==> src/rtl/sc_microsequencer.sv <==
// Microcode sequencer for uDATAPATH: steps a loadable control-word program,
// branching on the datapath's active-low flags, with a start/done host handshake.
module sc_microsequencer #(
    parameter int unsigned DATAWIDTH_DECODER_SELECTION    = 3,
    parameter int unsigned DATAWIDTH_MUX_SELECTION        = 3,
    parameter int unsigned DATAWIDTH_ALU_SELECTION        = 4,
    parameter int unsigned DATAWIDTH_REGSHIFTER_SELECTION = 2,
    parameter int unsigned UPROG_ADDR_WIDTH               = 4,
    parameter int unsigned UWORD_WIDTH                    = 32,
    parameter logic [DATAWIDTH_DECODER_SELECTION-1:0] DECODER_NOP = 3'b111,
    parameter int unsigned MAX_STEPS                      = 255
) (
    input  logic                                      SC_MICROSEQUENCER_CLOCK_50,
    input  logic                                      SC_MICROSEQUENCER_RESET_InHigh,
    input  logic                                      SC_MICROSEQUENCER_start_In,
    input  logic [UPROG_ADDR_WIDTH-1:0]               SC_MICROSEQUENCER_startaddr_InBUS,
    input  logic                                      SC_MICROSEQUENCER_wren_In,
    input  logic [UPROG_ADDR_WIDTH-1:0]               SC_MICROSEQUENCER_wraddr_InBUS,
    input  logic [UWORD_WIDTH-1:0]                    SC_MICROSEQUENCER_wrdata_InBUS,
    input  logic                                      SC_MICROSEQUENCER_overflow_InLow,
    input  logic                                      SC_MICROSEQUENCER_carry_InLow,
    input  logic                                      SC_MICROSEQUENCER_negative_InLow,
    input  logic                                      SC_MICROSEQUENCER_zero_InLow,
    output logic [DATAWIDTH_DECODER_SELECTION-1:0]    SC_MICROSEQUENCER_decoderclearselection_OutBUS,
    output logic [DATAWIDTH_DECODER_SELECTION-1:0]    SC_MICROSEQUENCER_decoderloadselection_OutBUS,
    output logic [DATAWIDTH_MUX_SELECTION-1:0]        SC_MICROSEQUENCER_muxselectionBUSA_OutBUS,
    output logic [DATAWIDTH_MUX_SELECTION-1:0]        SC_MICROSEQUENCER_muxselectionBUSB_OutBUS,
    output logic [DATAWIDTH_ALU_SELECTION-1:0]        SC_MICROSEQUENCER_aluselection_OutBUS,
    output logic                                      SC_MICROSEQUENCER_regSHIFTERclear_OutLow,
    output logic                                      SC_MICROSEQUENCER_regSHIFTERload_OutLow,
    output logic [DATAWIDTH_REGSHIFTER_SELECTION-1:0] SC_MICROSEQUENCER_regSHIFTERshiftselection_OutLow,
    output logic                                      SC_MICROSEQUENCER_busy_Out,
    output logic                                      SC_MICROSEQUENCER_done_Out,
    output logic                                      SC_MICROSEQUENCER_error_Out,
    output logic [UPROG_ADDR_WIDTH-1:0]               SC_MICROSEQUENCER_pc_OutBUS
);

    localparam int unsigned AW     = UPROG_ADDR_WIDTH;
    localparam int unsigned UW     = UWORD_WIDTH;
    localparam int unsigned DEPTH  = 1 << AW;
    localparam int unsigned FW     = 28;
    localparam int unsigned STEP_W = $clog2(MAX_STEPS + 1);
    localparam int unsigned DEC_W  = DATAWIDTH_DECODER_SELECTION;
    localparam int unsigned MUX_W  = DATAWIDTH_MUX_SELECTION;
    localparam int unsigned ALU_W  = DATAWIDTH_ALU_SELECTION;
    localparam int unsigned SH_W   = DATAWIDTH_REGSHIFTER_SELECTION;

    localparam logic [1:0] ST_IDLE  = 2'd0;
    localparam logic [1:0] ST_FETCH = 2'd1;
    localparam logic [1:0] ST_EXEC  = 2'd2;
    localparam logic [1:0] ST_DONE  = 2'd3;

    localparam logic [2:0] COND_NEVER  = 3'b000;
    localparam logic [2:0] COND_ALWAYS = 3'b001;
    localparam logic [2:0] COND_Z_SET  = 3'b010;
    localparam logic [2:0] COND_Z_CLR  = 3'b011;
    localparam logic [2:0] COND_C_SET  = 3'b100;
    localparam logic [2:0] COND_V_SET  = 3'b101;
    localparam logic [2:0] COND_N_SET  = 3'b110;
    localparam logic [2:0] COND_N_CLR  = 3'b111;

    logic [1:0]        state_q, state_d;
    logic [AW-1:0]     pc_q, pc_d;
    logic [STEP_W-1:0] step_q, step_d;
    logic              error_q, error_d;

    logic [FW-1:0]     mem [DEPTH];
    logic [FW-1:0]     word_q;

    logic              wr_en_c;
    logic              rd_en_c;
    logic              taken_c;
    logic              unused_reserved;

    logic [2:0]        w_clr, w_ld, w_muxa, w_muxb, w_cond;
    logic [3:0]        w_alu, w_target;
    logic              w_shclr_n, w_shld_n, w_end;
    logic [1:0]        w_shsel;

    // Bits above the control-word layout are reserved and never stored.
    assign unused_reserved = ^SC_MICROSEQUENCER_wrdata_InBUS[UW-1:FW];

    assign wr_en_c = SC_MICROSEQUENCER_wren_In && (state_q == ST_IDLE);
    assign rd_en_c = (state_q == ST_FETCH);

    // Program RAM: writes only in IDLE, synchronous read during FETCH.
    always_ff @(posedge SC_MICROSEQUENCER_CLOCK_50) begin
        if (wr_en_c) begin
            mem[SC_MICROSEQUENCER_wraddr_InBUS] <= SC_MICROSEQUENCER_wrdata_InBUS[FW-1:0];
        end
        if (rd_en_c) begin
            word_q <= mem[pc_q];
        end
    end

    assign w_clr     = word_q[27:25];
    assign w_ld      = word_q[24:22];
    assign w_muxa    = word_q[21:19];
    assign w_muxb    = word_q[18:16];
    assign w_alu     = word_q[15:12];
    assign w_shclr_n = word_q[11];
    assign w_shld_n  = word_q[10];
    assign w_shsel   = word_q[9:8];
    assign w_cond    = word_q[7:5];
    assign w_target  = word_q[4:1];
    assign w_end     = word_q[0];

    // Flags are only looked at for the data-dependent conditions.
    always_comb begin
        taken_c = 1'b0;
        case (w_cond)
            COND_NEVER:  taken_c = 1'b0;
            COND_ALWAYS: taken_c = 1'b1;
            COND_Z_SET:  taken_c = ~SC_MICROSEQUENCER_zero_InLow;
            COND_Z_CLR:  taken_c =  SC_MICROSEQUENCER_zero_InLow;
            COND_C_SET:  taken_c = ~SC_MICROSEQUENCER_carry_InLow;
            COND_V_SET:  taken_c = ~SC_MICROSEQUENCER_overflow_InLow;
            COND_N_SET:  taken_c = ~SC_MICROSEQUENCER_negative_InLow;
            COND_N_CLR:  taken_c =  SC_MICROSEQUENCER_negative_InLow;
            default:     taken_c = 1'b0;
        endcase
    end

    always_ff @(posedge SC_MICROSEQUENCER_CLOCK_50 or posedge SC_MICROSEQUENCER_RESET_InHigh) begin
        if (SC_MICROSEQUENCER_RESET_InHigh) begin
            state_q <= ST_IDLE;
            pc_q    <= '0;
            step_q  <= '0;
            error_q <= 1'b0;
        end else begin
            state_q <= state_d;
            pc_q    <= pc_d;
            step_q  <= step_d;
            error_q <= error_d;
        end
    end

    always_comb begin
        state_d = state_q;
        pc_d    = pc_q;
        step_d  = step_q;
        error_d = error_q;
        case (state_q)
            ST_IDLE: begin
                if (SC_MICROSEQUENCER_start_In) begin
                    pc_d    = SC_MICROSEQUENCER_startaddr_InBUS;
                    step_d  = '0;
                    error_d = 1'b0;
                    state_d = ST_FETCH;
                end
            end
            ST_FETCH: state_d = ST_EXEC;
            ST_EXEC: begin
                if (w_end) begin
                    state_d = ST_DONE;
                end else if (step_q == STEP_W'(MAX_STEPS - 1)) begin
                    error_d = 1'b1;
                    state_d = ST_DONE;
                end else begin
                    pc_d    = taken_c ? AW'(w_target) : pc_q + AW'(1);
                    step_d  = step_q + STEP_W'(1);
                    state_d = ST_FETCH;
                end
            end
            ST_DONE: state_d = ST_IDLE;
            default: state_d = ST_IDLE;
        endcase
    end

    // Control word reaches the datapath only during EXEC; NOP otherwise.
    always_comb begin
        SC_MICROSEQUENCER_decoderclearselection_OutBUS    = DECODER_NOP;
        SC_MICROSEQUENCER_decoderloadselection_OutBUS     = DECODER_NOP;
        SC_MICROSEQUENCER_muxselectionBUSA_OutBUS         = '0;
        SC_MICROSEQUENCER_muxselectionBUSB_OutBUS         = '0;
        SC_MICROSEQUENCER_aluselection_OutBUS             = '0;
        SC_MICROSEQUENCER_regSHIFTERclear_OutLow          = 1'b1;
        SC_MICROSEQUENCER_regSHIFTERload_OutLow           = 1'b1;
        SC_MICROSEQUENCER_regSHIFTERshiftselection_OutLow = '0;
        if (state_q == ST_EXEC) begin
            SC_MICROSEQUENCER_decoderclearselection_OutBUS    = DEC_W'(w_clr);
            SC_MICROSEQUENCER_decoderloadselection_OutBUS     = DEC_W'(w_ld);
            SC_MICROSEQUENCER_muxselectionBUSA_OutBUS         = MUX_W'(w_muxa);
            SC_MICROSEQUENCER_muxselectionBUSB_OutBUS         = MUX_W'(w_muxb);
            SC_MICROSEQUENCER_aluselection_OutBUS             = ALU_W'(w_alu);
            SC_MICROSEQUENCER_regSHIFTERclear_OutLow          = w_shclr_n;
            SC_MICROSEQUENCER_regSHIFTERload_OutLow           = w_shld_n;
            SC_MICROSEQUENCER_regSHIFTERshiftselection_OutLow = SH_W'(w_shsel);
        end
    end

    assign SC_MICROSEQUENCER_busy_Out  = (state_q == ST_FETCH) || (state_q == ST_EXEC);
    assign SC_MICROSEQUENCER_done_Out  = (state_q == ST_DONE);
    assign SC_MICROSEQUENCER_error_Out = error_q;
    assign SC_MICROSEQUENCER_pc_OutBUS = pc_q;

endmodule
==> config.mk <==
export PLATFORM = sky130hd
export DESIGN_NAME = sc_microsequencer
export DESIGN_NICKNAME = d
export VERILOG_FILES = /design/src/rtl/sc_microsequencer.sv
export SDC_FILE = /design/constraint.sdc
export NUM_CORES = 1
export LEC_CHECK = 0
export CAP_MARGIN = 20
export CORE_MARGIN = 1.5
export CORE_UTILIZATION = 39
export CTS_CLUSTER_SIZE = 25
export DETAILED_ROUTE_END_ITERATION = 10
export GPL_TIMING_DRIVEN = 0
export HOLD_SLACK_MARGIN = 0.12
export SYNTH_ARGS = -nofsm -noshare
export SYNTH_HDL_FRONTEND = slang
export SYNTH_SLANG_ARGS = --single-unit
==> constraint.sdc <==
create_clock -name SC_MICROSEQUENCER_CLOCK_50 -period 3.8 [get_ports SC_MICROSEQUENCER_CLOCK_50]
set_clock_uncertainty 0.15 [all_clocks]
set_input_delay 0.76 -clock SC_MICROSEQUENCER_CLOCK_50 [delete_from_list [all_inputs] [get_ports SC_MICROSEQUENCER_CLOCK_50]]
set_output_delay 0.76 -clock SC_MICROSEQUENCER_CLOCK_50 [all_outputs]
set_load 0.02 [all_outputs]
==> results of run 1 <==
[Yosys cell counts (6+ instances only)]
cell,n
and2_1,17
buf_2,9
clkbuf_1,19
dfrtp_1,15
edfxtp_1,476
ha_1,7
mux4_2,139
nand2_1,14
nand2b_1,13
nand4_1,6
nor2_1,22
xor2_1,7
[layout make-up]
type | count | area (um2) | share of cell area (%)
timing repair buffer | 97 | 1200 | 5.34
clock buffer | 74 | 1380 | 6.15
multi-input combinational | 267 | 4080 | 18.2
tap | 615 | 769 | 3.42
clock inverter | 15 | 96.3 | 0.429
sequential | 491 | 14700 | 65.2
buffer | 38 | 260 | 1.16
inverter | 5 | 18.8 | 0.0835
[state kept, by name, summed over array words and instances (netlist names)]
name                         flops
mem                            448
state_q                          2
step_q                           8
word_q                          28
SC_MICROSEQUENCER_error_Out      1
SC_MICROSEQUENCER_pc_OutBUS      4
[metrics by stage]
| step | total power, uW | utilization [%] | setup TNS (ns) |
|---|---|---|---|
| after global routing | 15900 | 47.1 | 0 |
| final | 15300 | 47.1 | 0 |
| after CTS | 15500 | 47.1 | 0 |
| after global placement | 10900 | 42.7 | -710.24 |
| after floorplan | 9480 | - | 0 |
| after detailed placement | 11000 | 43.9 | -1.04 |
[repair_timing]
item | CTS | global route
hold buffers | 0 | 0
gates resized for setup | 6 | 1
setup endpoints to repair | 14 | 4
[worst paths after layout]
check | depth (start not counted) | endpoint | slack, ns
min reg2reg | 2 | SC_MICROSEQUENCER_error_Out | 0.35
max reg2reg | 8 | mem[0][15] | 0.71
max in group asynchronous | 2 | SC_MICROSEQUENCER_pc_OutBUS[0] | 2.59
min | 2 | SC_MICROSEQUENCER_error_Out | 0.35
min in group asynchronous | 2 | SC_MICROSEQUENCER_error_Out | 0.46
max | 6 | SC_MICROSEQUENCER_aluselection_OutBUS[0] | 0.11
[critical path, cell delays in order, from the launching register on]
cell             delay, ns
dfrtp_1               0.44
inv_1                 0.11
ha_2                  0.27
clkbuf_8              0.24
clkbuf_4              0.27
and2_1                0.24
clkdlybuf4s50_1       0.63
[power groups by stage]
stage	clock [uW]	combinational (uW)	sequential, uW
after floorplan	0	2890	6580
after CTS	4610	4410	6500
after global routing	4790	4610	6530
final	4500	4300	6500
after detailed placement	0	4380	6620
after global placement	0	4240	6630
[metal layers]
layer / global-route usage (%) / part of all wire, % / up-vias
li1: - / - / 3677
met1: 25.7 / 44 / 4688
met2: 27.7 / 48 / 281
met3: 3.03 / 6.3 / 68
met4: 5.00 / 2.0 / 4
met5: 0 / 0.075 / -
[cell families (layout without fill, tap and decap cells)]
family          after synthesis  count (layout)  synth area share [%]
compound gates               15              15                 0.530
xor+xnor                      9               9                 0.417
fa+ha+maj                     7               7                 0.463
buf+inv                      43             229                  1.40
flops                       491             491                  77.6
mux                         146             146                  17.0
simple gates                 90              90                  2.54
==> impl_metrics.toml, run 1 <==
[cells_and_area]
fin_area_um2 = 22500
layout_common_cells = "476 x edfxtp_1, 139 x mux4_2, 70 x clkdlybuf4s50_1"
layout_commonest_cell = "edfxtp_1"
diodes = 0
instances_no_fill = 1602
drive_above_1_share_pct = 27.2
layout.nets = 1004
fillers = 3883
area_growth_pct = 18.9

[power]
clkPwrFrac_pct = 29.4
ir_worst_vdd_mv = 0.316
p_int_uw = 11100
seqPwrFrac_pct = 42.5
p_switching_uw = 4240
p_leak_uw = 0.00710
cellPowerDensity_nw_per_um2 = 681
combPwrFrac_pct = 28.1
swShare_pct = 27.7

[synth]
syn-num-nets = 856
syn_area_per_cell_um2 = 23.6
synth_edf_count = 476
synthesis.area_um2 = 18900
synthTopCellsByArea = "edfxtp_1 76%, mux4_2 17%, dfrtp_1 2.0%, and2_1 0.56%, ha_1 0.46%"
synth_top_area_share_pct = 75.6
async_flop_share_pct = 3.05
yosys.cell_types.count = 41
synth.yosys.seq_area_share_pct = 77.6
ys_warn_count = 0
yosys.area.top_type = "edfxtp_1"
synthFlopType = "edfxtp_1"
ys_ff_latch = 491
synthCells = 801

[min_path]
min_path_type = "reg -> reg"
min_from = "SC_MICROSEQUENCER_error_Out"

[clocking]
path_clk_slew_ns = 0.06
numCtsBuffers = 49
cts_tree = "done"
ctsHtreeMaxLevel = 2
clockBufferDepth = 3
clock_latency_ns = 0.58
cts-root-buf = "clkbuf_16"
cts_sinks = 491
cts_setup_buffers = 0

[global_route]
grt_pass1_wl_mm = 62.6
grt_max_degree = 20
grt_use_total_pct = 17.7
antenna_found_initial = 2
grt_pass1_vias = 9092
grt_overflow = 0

[routing]
vias = 8718
drc = 0
ant_nets = 0
drt_iter0_drc = 935
avgViaCountPerCell = 5.44
wirelength_mm = 42.7
firstDrtPassIters = 4
wl_per_cell_um = 26.6

[setup_path]
worstSetupPathType = "reg -> out"
critPathLaunch = "state_q[0]"
required_ns = 2.89
worstPathMaxFanout = 10
crit_path_end_kind = "primary output"
rr_startpoint = "state_q[0]"
worst_ep_arrival_time_ns = 2.78
start_kind = "flip-flop"

[timing]
final-setup-viol-count = 0
rsz0062_at_grt = "false"
fin_crit_sh_pct = 97.1
period_needed_ns = 3.69
maxSlewViolCount = 0
hold_viol_final = 0
worst_slack_ns = 0.109
hold-worst-slack_ns = 0.354
max_slew_margin_pct = 35.8
max_freq_mhz = 271
worst_pin_slew_ns = 0.963

[floorplanning]
row_count = 80
dieArea_um2 = 49800
core_area_um2 = 47700
die_h_um = 223
start_util_pct = 39.6
ios = 75
die_w_um = 223

[placed_design]
portBuffers = 70
gp_routability_congestion = 0.707
post-place-ws_ns = -0.177
dp_cells = 1512
placedInstanceArea_um2 = 21000
hpwl_mm = 27.1

[flow_run]
drv_cap = 0

[run_status]
outcome = "finished clean"
Note: power is estimated with default switching activity, not from simulation.
==> run 2, diff against run 1 <==
CELL_PAD_IN_SITES_DETAIL_PLACEMENT = 0   (was default)
CELL_PAD_IN_SITES_GLOBAL_PLACEMENT = 1   (was default)
PLACE_DENSITY_LB_ADDON = 0.1   (was default)
==> run 2 against run 1 <==
Compared with the run above:
- power grew 2.3%
- die area stayed put
- global-route usage increased by 1.1 points
- register-to-register slack worse by 0.09 ns
- clock power is 6.7% higher
- hold slack improved by 0.013 ns
- via count is 0.88% lower
- sequential share of layout area down 0.14 points
- critical path type unchanged
==> impl_metrics.toml, run 2 (synthesis results as in run 1) <==
[clocking]
cts_resized = 7
path_clk_slew_ns = 0.06
postCtsHoldBufs = 0
cts-root-buf = "clkbuf_16"
clockBufferDepth = 3
cts_setup_buffers = 0
clock_latency_ns = 0.58
ctsHtreeMaxLevel = 2
numCtsBuffers = 50
cts_sinks = 491
cts_tree = "done"

[power]
p_switching_uw = 4310
p_leak_uw = 0.00712
combPwrFrac_pct = 27.7
cellPowerDensity_nw_per_um2 = 695
ir_worst_vdd_mv = 0.282
seqPwrFrac_pct = 41.6
p_int_uw = 11400
clkPwrFrac_pct = 30.6
swShare_pct = 27.5

[timing]
worst_slack_ns = 0.209
period_needed_ns = 3.59
maxSlewViolCount = 0
rsz0062_at_grt = "false"
hold_viol_final = 0
hold-worst-slack_ns = 0.367
max_freq_mhz = 278
fin_crit_sh_pct = 94.5
worst_pin_slew_ns = 1.08
final-setup-viol-count = 0
max_slew_margin_pct = 28.1

[floorplanning]
dieArea_um2 = 49800
start_util_pct = 39.6
core_area_um2 = 47700
die_h_um = 223
row_count = 80
die_w_um = 223
ios = 75

[cells_and_area]
regArea_um2 = 14700
layout_common_cells = "476 x edfxtp_1, 139 x mux4_2, 70 x clkdlybuf4s50_1"
layout.nets = 1006
area_growth_pct = 19.2
drive_above_1_share_pct = 27.8
multi_input_area_um2 = 4080
layout_commonest_cell = "edfxtp_1"
fillers = 3840
instances_no_fill = 1601
largest_register_ff_count = 448
largest_registers = "mem: 448 flops, word_q: 28 flops, step_q: 8 flops"
top_register = "mem"

[routing]
wl_per_cell_um = 28.4
drt_iter0_drc = 642
vias = 8641
ant_nets = 0
firstDrtPassIters = 4
drc = 0
avgViaCountPerCell = 5.40
wirelength_mm = 45.4

[setup_path]
rr_startpoint = "SC_MICROSEQUENCER_pc_OutBUS[1]"
r2r-end = "word_q[27]"
start_kind = "flip-flop"
worstPathMaxFanout = 10
worstSetupPathType = "reg -> out"
required_ns = 2.89
rrSetupSlack_ns = 0.62
worst_ep_arrival_time_ns = 2.68
reg2reg_depth = 5
crit_path_end_kind = "primary output"

[flow_run]
drv_cap = 0

[placed_design]
portBuffers = 70
dp_cells = 1514
gp_routability_congestion = 0.705
hpwl_mm = 29.7
post-place-ws_ns = -0.260

[min_path]
min_from = "SC_MICROSEQUENCER_error_Out"
whs_endpoint = "SC_MICROSEQUENCER_error_Out"
hold_depth = 2
min_path_type = "reg -> reg"

[global_route]
grt_pass1_vias = 9371
grt_max_degree = 17
grt_use_total_pct = 18.8
grt_overflow = 0
antenna_found_initial = 1
grt_pass1_wl_mm = 65.0

[run_status]
outcome = "finished clean"
[run 2: metal layers]
layer	GRT usage (%)	vias to the layer above	part of all wire (%)
met2	32.1	213	51
li1	-	3689	-
met1	24.9	4658	42
met3	2.87	79	4.1
met5	0	-	0.024
met4	5.77	2	2.3
[run 2: layout make-up]
cell class              instances  share of cell area [%]
flip-flops and latches        491                    65.1
repair buffers                 98                    5.03
plain buffers                  38                    1.18
diodes                          1                  0.0111
well taps                     615                    3.42
inverters                       5                  0.0833
clock buffers                  61                    5.83
clock inverters                25                    1.21
multi-input cells             267                    18.1
[run 2: worst max path at each step]
stage,startpoint,end,slack [ns],cells after the start
2_1_floorplan,SC_MICROSEQUENCER_wraddr_InBUS[1],mem[0][0],0.07,2
3_3_place_gp,SC_MICROSEQUENCER_wren_In,mem[0][15],-3.52,4
3_5_place_dp,state_q[0],SC_MICROSEQUENCER_muxselectionBUSB_OutBUS[1],-0.26,6
4_1_cts,state_q[0],SC_MICROSEQUENCER_muxselectionBUSB_OutBUS[1],0.06,6
5_1_grt,state_q[0],SC_MICROSEQUENCER_muxselectionBUSB_OutBUS[1],0.07,6
6_report,state_q[0],SC_MICROSEQUENCER_aluselection_OutBUS[0],0.21,6
[run 2: metrics by stage]
step	setup TNS (ns)	total power, uW	area, um2	util (%)
after floorplan	0	9480	18900	-
after global placement	-825.47	10900	20400	42.7
after detailed placement	-1.63	11100	20900	43.8
after CTS	0	15900	22500	47.2
after global routing	0	16300	22500	47.2
final	0	15700	22500	47.2
[run 2: power by group through the flow]
stage / clock [uW] / combinational, uW / sequential [uW]
finish: 4800 / 4340 / 6520
detailed placement: 0 / 4430 / 6630
global placement: 0 / 4280 / 6640
floorplan: 0 / 2890 / 6580
global route: 5110 / 4650 / 6540
CTS: 4920 / 4470 / 6520
[run 2: critical path, cell delays in order (launching register included)]
cell and delay, ns:
dfrtp_1 0.43, inv_1 0.11, ha_2 0.27, clkbuf_8 0.23, clkbuf_8 0.22, and2_1 0.21
clkdlybuf4s50_1 0.63
